$ cat src/rtl/program_loader.sv
// program_loader: boot-time loader feeding the 8-bit CPU's instruction memory.
// Accepts a byte stream (base address, word count, N big-endian words and an
// optional XOR checksum), writes 16-bit words to instruction memory, then
// publishes the start address and releases the CPU from hold.
//
// Optional feature macro: PROGRAM_LOADER_CHECKSUM_EN (trailing XOR checksum
// byte gates the release; mismatch raises load_err and keeps the CPU held).
//
// Ports:
//   clk, rst          clock, asynchronous active-high reset
//   byte_in/valid     incoming stream byte and its valid flag
//   byte_ready        loader accepts a byte this cycle (registered)
//   restart           synchronous abort/reload request
//   mem_we/addr/wdata instruction memory write port (one-cycle strobe)
//   initial_addr      CPU start address (stream byte 0)
//   cpu_hold          holds the CPU in reset while 1
//   load_done         program loaded and CPU released
//   load_err          checksum mismatch (tied 0 without the checksum feature)
module program_loader #(
  parameter int unsigned MEM_AW = 8
) (
  input  logic              clk,
  input  logic              rst,
  input  logic [7:0]        byte_in,
  input  logic              byte_valid,
  output logic              byte_ready,
  input  logic              restart,
  output logic              mem_we,
  output logic [MEM_AW-1:0] mem_addr,
  output logic [15:0]       mem_wdata,
  output logic [MEM_AW-1:0] initial_addr,
  output logic              cpu_hold,
  output logic              load_done,
  output logic              load_err
);

  localparam int unsigned BYTE_W = 8;
  localparam int unsigned WORD_W = 16;

`ifdef PROGRAM_LOADER_CHECKSUM_EN
  typedef enum logic [2:0] {
    S_HDR_ADDR, S_HDR_CNT, S_DATA_HI, S_DATA_LO, S_FLUSH, S_DONE, S_CHK, S_ERR
  } state_t;
  localparam state_t S_END = S_CHK;
`else
  typedef enum logic [2:0] {
    S_HDR_ADDR, S_HDR_CNT, S_DATA_HI, S_DATA_LO, S_FLUSH, S_DONE
  } state_t;
  localparam state_t S_END = S_FLUSH;
`endif

  state_t              r_state;
  state_t              w_next;
  logic                w_accept;
  logic                w_ready_next;

  logic                r_byte_ready;
  logic                r_mem_we;
  logic [MEM_AW-1:0]   r_mem_addr;
  logic [WORD_W-1:0]   r_mem_wdata;
  logic [MEM_AW-1:0]   r_initial_addr;
  logic                r_cpu_hold;
  logic                r_load_done;
  logic [MEM_AW-1:0]   r_ptr;
  logic [BYTE_W-1:0]   r_remain;
  logic [BYTE_W-1:0]   r_hi;

  // restart wins over a same-cycle byte offer
  assign w_accept = byte_valid & r_byte_ready & ~restart;

  // state register
  always_ff @(posedge clk or posedge rst) begin
    if (rst) r_state <= S_HDR_ADDR;
    else     r_state <= w_next;
  end

`ifdef PROGRAM_LOADER_CHECKSUM_EN
  logic [BYTE_W-1:0] r_csum;
  logic              r_load_err;
`endif

  // next-state logic
  always_comb begin
    w_next = r_state;
    if (restart) begin
      w_next = S_HDR_ADDR;
    end else begin
      case (r_state)
        S_HDR_ADDR: if (w_accept) w_next = S_HDR_CNT;
        S_HDR_CNT:  if (w_accept) w_next = (byte_in == 8'd0) ? S_END : S_DATA_HI;
        S_DATA_HI:  if (w_accept) w_next = S_DATA_LO;
        S_DATA_LO:  if (w_accept) w_next = (r_remain == 8'd1) ? S_END : S_DATA_HI;
        S_FLUSH:    w_next = S_DONE;
        S_DONE:     w_next = S_DONE;
`ifdef PROGRAM_LOADER_CHECKSUM_EN
        S_CHK:      if (w_accept) w_next = (byte_in == r_csum) ? S_DONE : S_ERR;
        S_ERR:      w_next = S_ERR;
`endif
        default:    w_next = S_HDR_ADDR;
      endcase
    end
  end

  // byte_ready is registered, so it is derived from the state being entered
  always_comb begin
    w_ready_next = (w_next == S_HDR_ADDR) || (w_next == S_HDR_CNT) ||
                   (w_next == S_DATA_HI)  || (w_next == S_DATA_LO);
`ifdef PROGRAM_LOADER_CHECKSUM_EN
    if (w_next == S_CHK) w_ready_next = 1'b1;
`endif
  end

  // datapath and registered outputs
  always_ff @(posedge clk or posedge rst) begin
    if (rst) begin
      r_byte_ready   <= 1'b0;
      r_mem_we       <= 1'b0;
      r_mem_addr     <= '0;
      r_mem_wdata    <= '0;
      r_initial_addr <= '0;
      r_cpu_hold     <= 1'b1;
      r_load_done    <= 1'b0;
      r_ptr          <= '0;
      r_remain       <= '0;
      r_hi           <= '0;
    end else begin
      r_byte_ready <= w_ready_next;
      r_mem_we     <= 1'b0;
      r_cpu_hold   <= (w_next != S_DONE);
      r_load_done  <= (w_next == S_DONE);
      if (restart) begin
        r_ptr    <= '0;
        r_remain <= '0;
      end else if (w_accept) begin
        case (r_state)
          S_HDR_ADDR: begin
            r_initial_addr <= MEM_AW'(byte_in);
            r_ptr          <= MEM_AW'(byte_in);
          end
          S_HDR_CNT: r_remain <= byte_in;
          S_DATA_HI: r_hi     <= byte_in;
          S_DATA_LO: begin
            r_mem_we    <= 1'b1;
            r_mem_addr  <= r_ptr;
            r_mem_wdata <= {r_hi, byte_in};
            // pointer wraps modulo 2^MEM_AW
            r_ptr       <= r_ptr + MEM_AW'(1);
            r_remain    <= r_remain - 8'd1;
          end
          default: ;
        endcase
      end
    end
  end

`ifdef PROGRAM_LOADER_CHECKSUM_EN
  // running XOR of every header and data byte; the checksum byte itself is excluded
  always_ff @(posedge clk or posedge rst) begin
    if (rst) begin
      r_csum     <= '0;
      r_load_err <= 1'b0;
    end else begin
      r_load_err <= (w_next == S_ERR);
      if (restart)                          r_csum <= '0;
      else if (w_accept && r_state != S_CHK) r_csum <= r_csum ^ byte_in;
    end
  end
  assign load_err = r_load_err;
`else
  assign load_err = 1'b0;
`endif

  assign byte_ready   = r_byte_ready;
  assign mem_we       = r_mem_we;
  assign mem_addr     = r_mem_addr;
  assign mem_wdata    = r_mem_wdata;
  assign initial_addr = r_initial_addr;
  assign cpu_hold     = r_cpu_hold;
  assign load_done    = r_load_done;

endmodule

$ cat config.mk
export PLATFORM = sky130hd
export DESIGN_NAME = program_loader
export DESIGN_NICKNAME = d
export VERILOG_FILES = /design/src/rtl/program_loader.sv
export SDC_FILE = /design/constraint.sdc
export NUM_CORES = 1
export LEC_CHECK = 0
export ABC_CLOCK_PERIOD_IN_PS = 2240
export BUFFER_PORTS_ARGS = -buffer_cell sky130_fd_sc_hd__buf_2
export CAP_MARGIN = 40
export CORE_ASPECT_RATIO = 0.6
export CORE_MARGIN = 4
export CORE_UTILIZATION = 56
export CTS_CLUSTER_DIAMETER = 200
export DETAILED_ROUTE_END_ITERATION = 7
export PLACE_DENSITY = 0.91
export SETUP_SLACK_MARGIN = 0.2
export SLEW_MARGIN = 40
export SYNTH_ARGS = -nofsm -noshare
export SYNTH_HDL_FRONTEND = slang
export SYNTH_SLANG_ARGS = --single-unit
$ cat constraint.sdc
create_clock -name clk -period 2.24 [get_ports clk]
set_clock_uncertainty 0.1 [all_clocks]
set_input_delay 0.336 -clock clk [delete_from_list [all_inputs] [get_ports clk]]
set_output_delay 0.336 -clock clk [all_outputs]
set_load 0.05 [all_outputs]
==> flow_summary_export.csv <==
group,metric,value,unit
power,seqPwrFrac,0.467,
setup_path,critical_path_arrival,1.93,ns
synth,synth_cell_types,50,
final_layout,utilization,0.677,
synth,syn_nets,268,
grt,grt_pass1_wl,11200,microns
setup_path,end_kind,"register",
setup_path,r2r_start,"byte_ready",
worst_hold_path,worstHoldPathCells,2,
synth,synthCells,253,
final_layout,area_growth,15.9,%
power,power_density,867,nW/um^2
clock_tree,cts_num_sinks,63,
floorplanning,die_y,64.7,microns
clock_tree,clkTransAtPathRegs,0.06,ns
power,p_int,1.96,mW
power,power.total,3.01,mW
synth,synthMostInstantiatedCell,"dfrtp_1",
detailed_routing,post_drt_wl_per_cell,17.9,microns
power,sw_frac_of_total,0.349,
sta,slew_violations,0,
place,gp_congestion,0.864,
sta,setup_viol,0,
grt,grt_use_total,0.224,
place,hpwl,4770,microns
setup_path,worst-endpoint-required,2.36,ns
grt,grt-ovfl-total,0,
synth,synth-main-ff-cell,"dfrtp_1",
floorplanning,coreArea,5130,sq um
floorplanning,rows,20,
final_layout,drive_above_1_share,0.301,
clock_tree,cts_buffer_depth,2,
sta,worst_slew_pin_slew,0.713,ns
detailed_routing,detail-route-antenna-nets,0,
synth,async_reset_ff_frac,1.00,
sta,hold_viol,0,
synth,synth.area.top_cells,"dfrtp_1, mux2_4, mux2_1",
setup_path,r2r_cells,5,
sta,relSlewSlack,0.520,
detailed_routing,drc,0,
final_layout,antenna_cells,0,
sta,rsz0062_at_grt,"no",
synth,yosys-top-cells-count,"dfrtp_1, mux2_1, mux2_4",
final_layout,multi_input_area,1310,sq um
synth,ys_seq_area_frac,0.526,
setup_path,crit_path_start,"byte_ready",
final_layout,seq_area,1580,sq um
floorplanning,initial_utilization,0.585,
grt,grt_start_max_net_pins,46,
worst_hold_path,worstHoldStart,"byte_in[2]",
final_layout,layout.nets,320,
detailed_routing,drtPass1Iterations,5,
synth,synth_area_per_cell,11.9,sq um
sta,fin_tns_setup,0,ns
synth,yosysTopAreaCell,"dfrtp_1",
sta,layout_worst_path_cycle_share,0.810,
detailed_routing,wl,6710,microns
flow_run,max_cap_viol_count,0,
setup_path,worstPathMaxFanout,12,
floorplanning,die_area,6630,sq um
synth,synth-seq-cells,63,
setup_path,critPathKind,"reg -> reg",
clock_tree,cts_tree,"built",
synth,yosys.area.top_type_share,0.517,
place,port_buffers,47,
final_layout,fill_cells,375,
grt,antenna_found_initial,0,
clock_tree,cts_resized,0,
power,pwr-share-clk,0.278,
final_layout,final_area,3470,sq um
clock_tree,worst_skew_pair.late_latency,0.34,ns
power,switchingPower,1.05,mW
clock_tree,cts_buffers,9,
clock_tree,cts-root-buf,"clkbuf_8",
detailed_routing,viasPerCell,6.05,
power,ir_drop,738,uV
place,place_area,3300,sq um
worst_hold_path,hold_path_class,"in -> reg",
synth,synth_edf_count,0,
sta,layout_min_cycle_time,1.81,ns
clock_tree,htreeDepth,3,
place,dp.cells,359,
detailed_routing,drt_iter0_drc,222,
power,p_leak,1.67,nW
final_layout,instances_no_fill,375,
power,combinationalPowerShare,0.255,
detailed_routing,num_vias,2269,
setup_path,cp-start-kind,"register",
sta,timing.fmax,551,MHz
floorplanning,die_w,102,microns
run_status,status,"completed",
synth,syn_area,3000,sq um
grt,grt_pass1_vias,2221,
floorplanning,pin_count,49,
synth,ys_warn_count,0,
==> layer usage <==
| layer | share of wire | GRT usage |
|---|---|---|
| met5 | 0 | 0 |
| met4 | 0.015 | 0.0556 |
| met3 | 0.079 | 0.0882 |
| met2 | 0.47 | 0.346 |
| met1 | 0.43 | 0.296 |
==> kinds of logic (layout without fill, tap and decap cells) <==
kind of cell	Yosys count	in the layout	share of synthesized area
buf+inv	22	78	0.0384
xor+xnor	2	2	0.00584
mux	41	41	0.176
flops	63	63	0.526
compound gates	51	51	0.108
simple gates	70	70	0.131
fa+ha+maj	3	3	0.0125
other cells	1	1	0.00125
==> area by class of cell <==
| class | instances | area share |
|---|---|---|
| Clock inverter | 4 | 0.00648 |
| Sequential cell | 63 | 0.454 |
| Multi-Input combinational cell | 168 | 0.376 |
| Tap cell | 66 | 0.0238 |
| Clock buffer | 11 | 0.0407 |
| Timing Repair Buffer | 56 | 0.0915 |
| Inverter | 7 | 0.00756 |
==> flip-flops by register name (all words and copies together), names as in the netlist <==
signal,flops
mem_wdata,16
initial_addr,8
mem_addr,8
r_hi,8
r_ptr,8
r_remain,8
r_state,3
byte_ready,1
cpu_hold,1
load_done,1
mem_we,1
==> power groups by stage <==
| stage | Combinational, mW | Sequential (mW) | Clock [mW] |
|---|---|---|---|
| floorplan | 0.277 | 1.71 | 0 |
| global placement | 0.750 | 1.41 | 0 |
| detailed placement | 0.769 | 1.43 | 0 |
| CTS | 0.773 | 1.41 | 0.860 |
| global route | 0.818 | 1.43 | 0.921 |
| finish | 0.769 | 1.41 | 0.836 |
==> critical path, cell delays in order, from the launching register on <==
cell and delay, ns:
dfrtp_1 0.42, and3b_1 0.23, and4b_1 0.23, buf_4 0.22
and4_4 0.22, o31a_1 0.27
==> cell usage in the layout (no fill, tap or decap), types with 2 or more instances in the layout <==
cell type,n
buf_4,7
o21ai_1,9
inv_1,6
nor4_1,4
a21oi_1,17
and3b_1,2
o31ai_1,2
clkinv_2,3
and2_1,4
nor2_1,10
nand2_1,17
mux2_1,21
mux2_2,2
mux2_4,18
nand3b_1,2
o31a_1,4
dfrtp_1,62
a21o_1,2
o32ai_1,3
nand3_1,8
buf_2,47
nor3b_1,4
and4b_1,2
clkbuf_8,10
o211ai_1,2
o21ai_0,4
a22oi_1,2
nor3_1,6
ha_1,3
==> per-stage QoR <==
stage / hold slack [ns] / setup slack [ns]
3_3_place_gp: 0.248 / 0.443
6_report: 0.188 / 0.425
2_1_floorplan: 0.365 / 0.227
3_5_place_dp: 0.253 / 0.388
5_1_grt: 0.176 / 0.286
4_1_cts: 0.166 / 0.438
==> worst paths after layout <==
path / end / slack [ns]
min reg2reg: mem_addr[1] / 0.39
max: load_done / 0.43
max reg2reg: load_done / 0.43
min in group asynchronous: mem_wdata[12] / 0.44
min: initial_addr[2] / 0.19
max in group asynchronous: cpu_hold / 0.96
==> repair_timing <==
action | CTS | global route
hold buffers | 1 | 0
hold endpoints to repair | 18 | 0
setup buffers | 0 | 0
(Power assumes the default switching activity.)
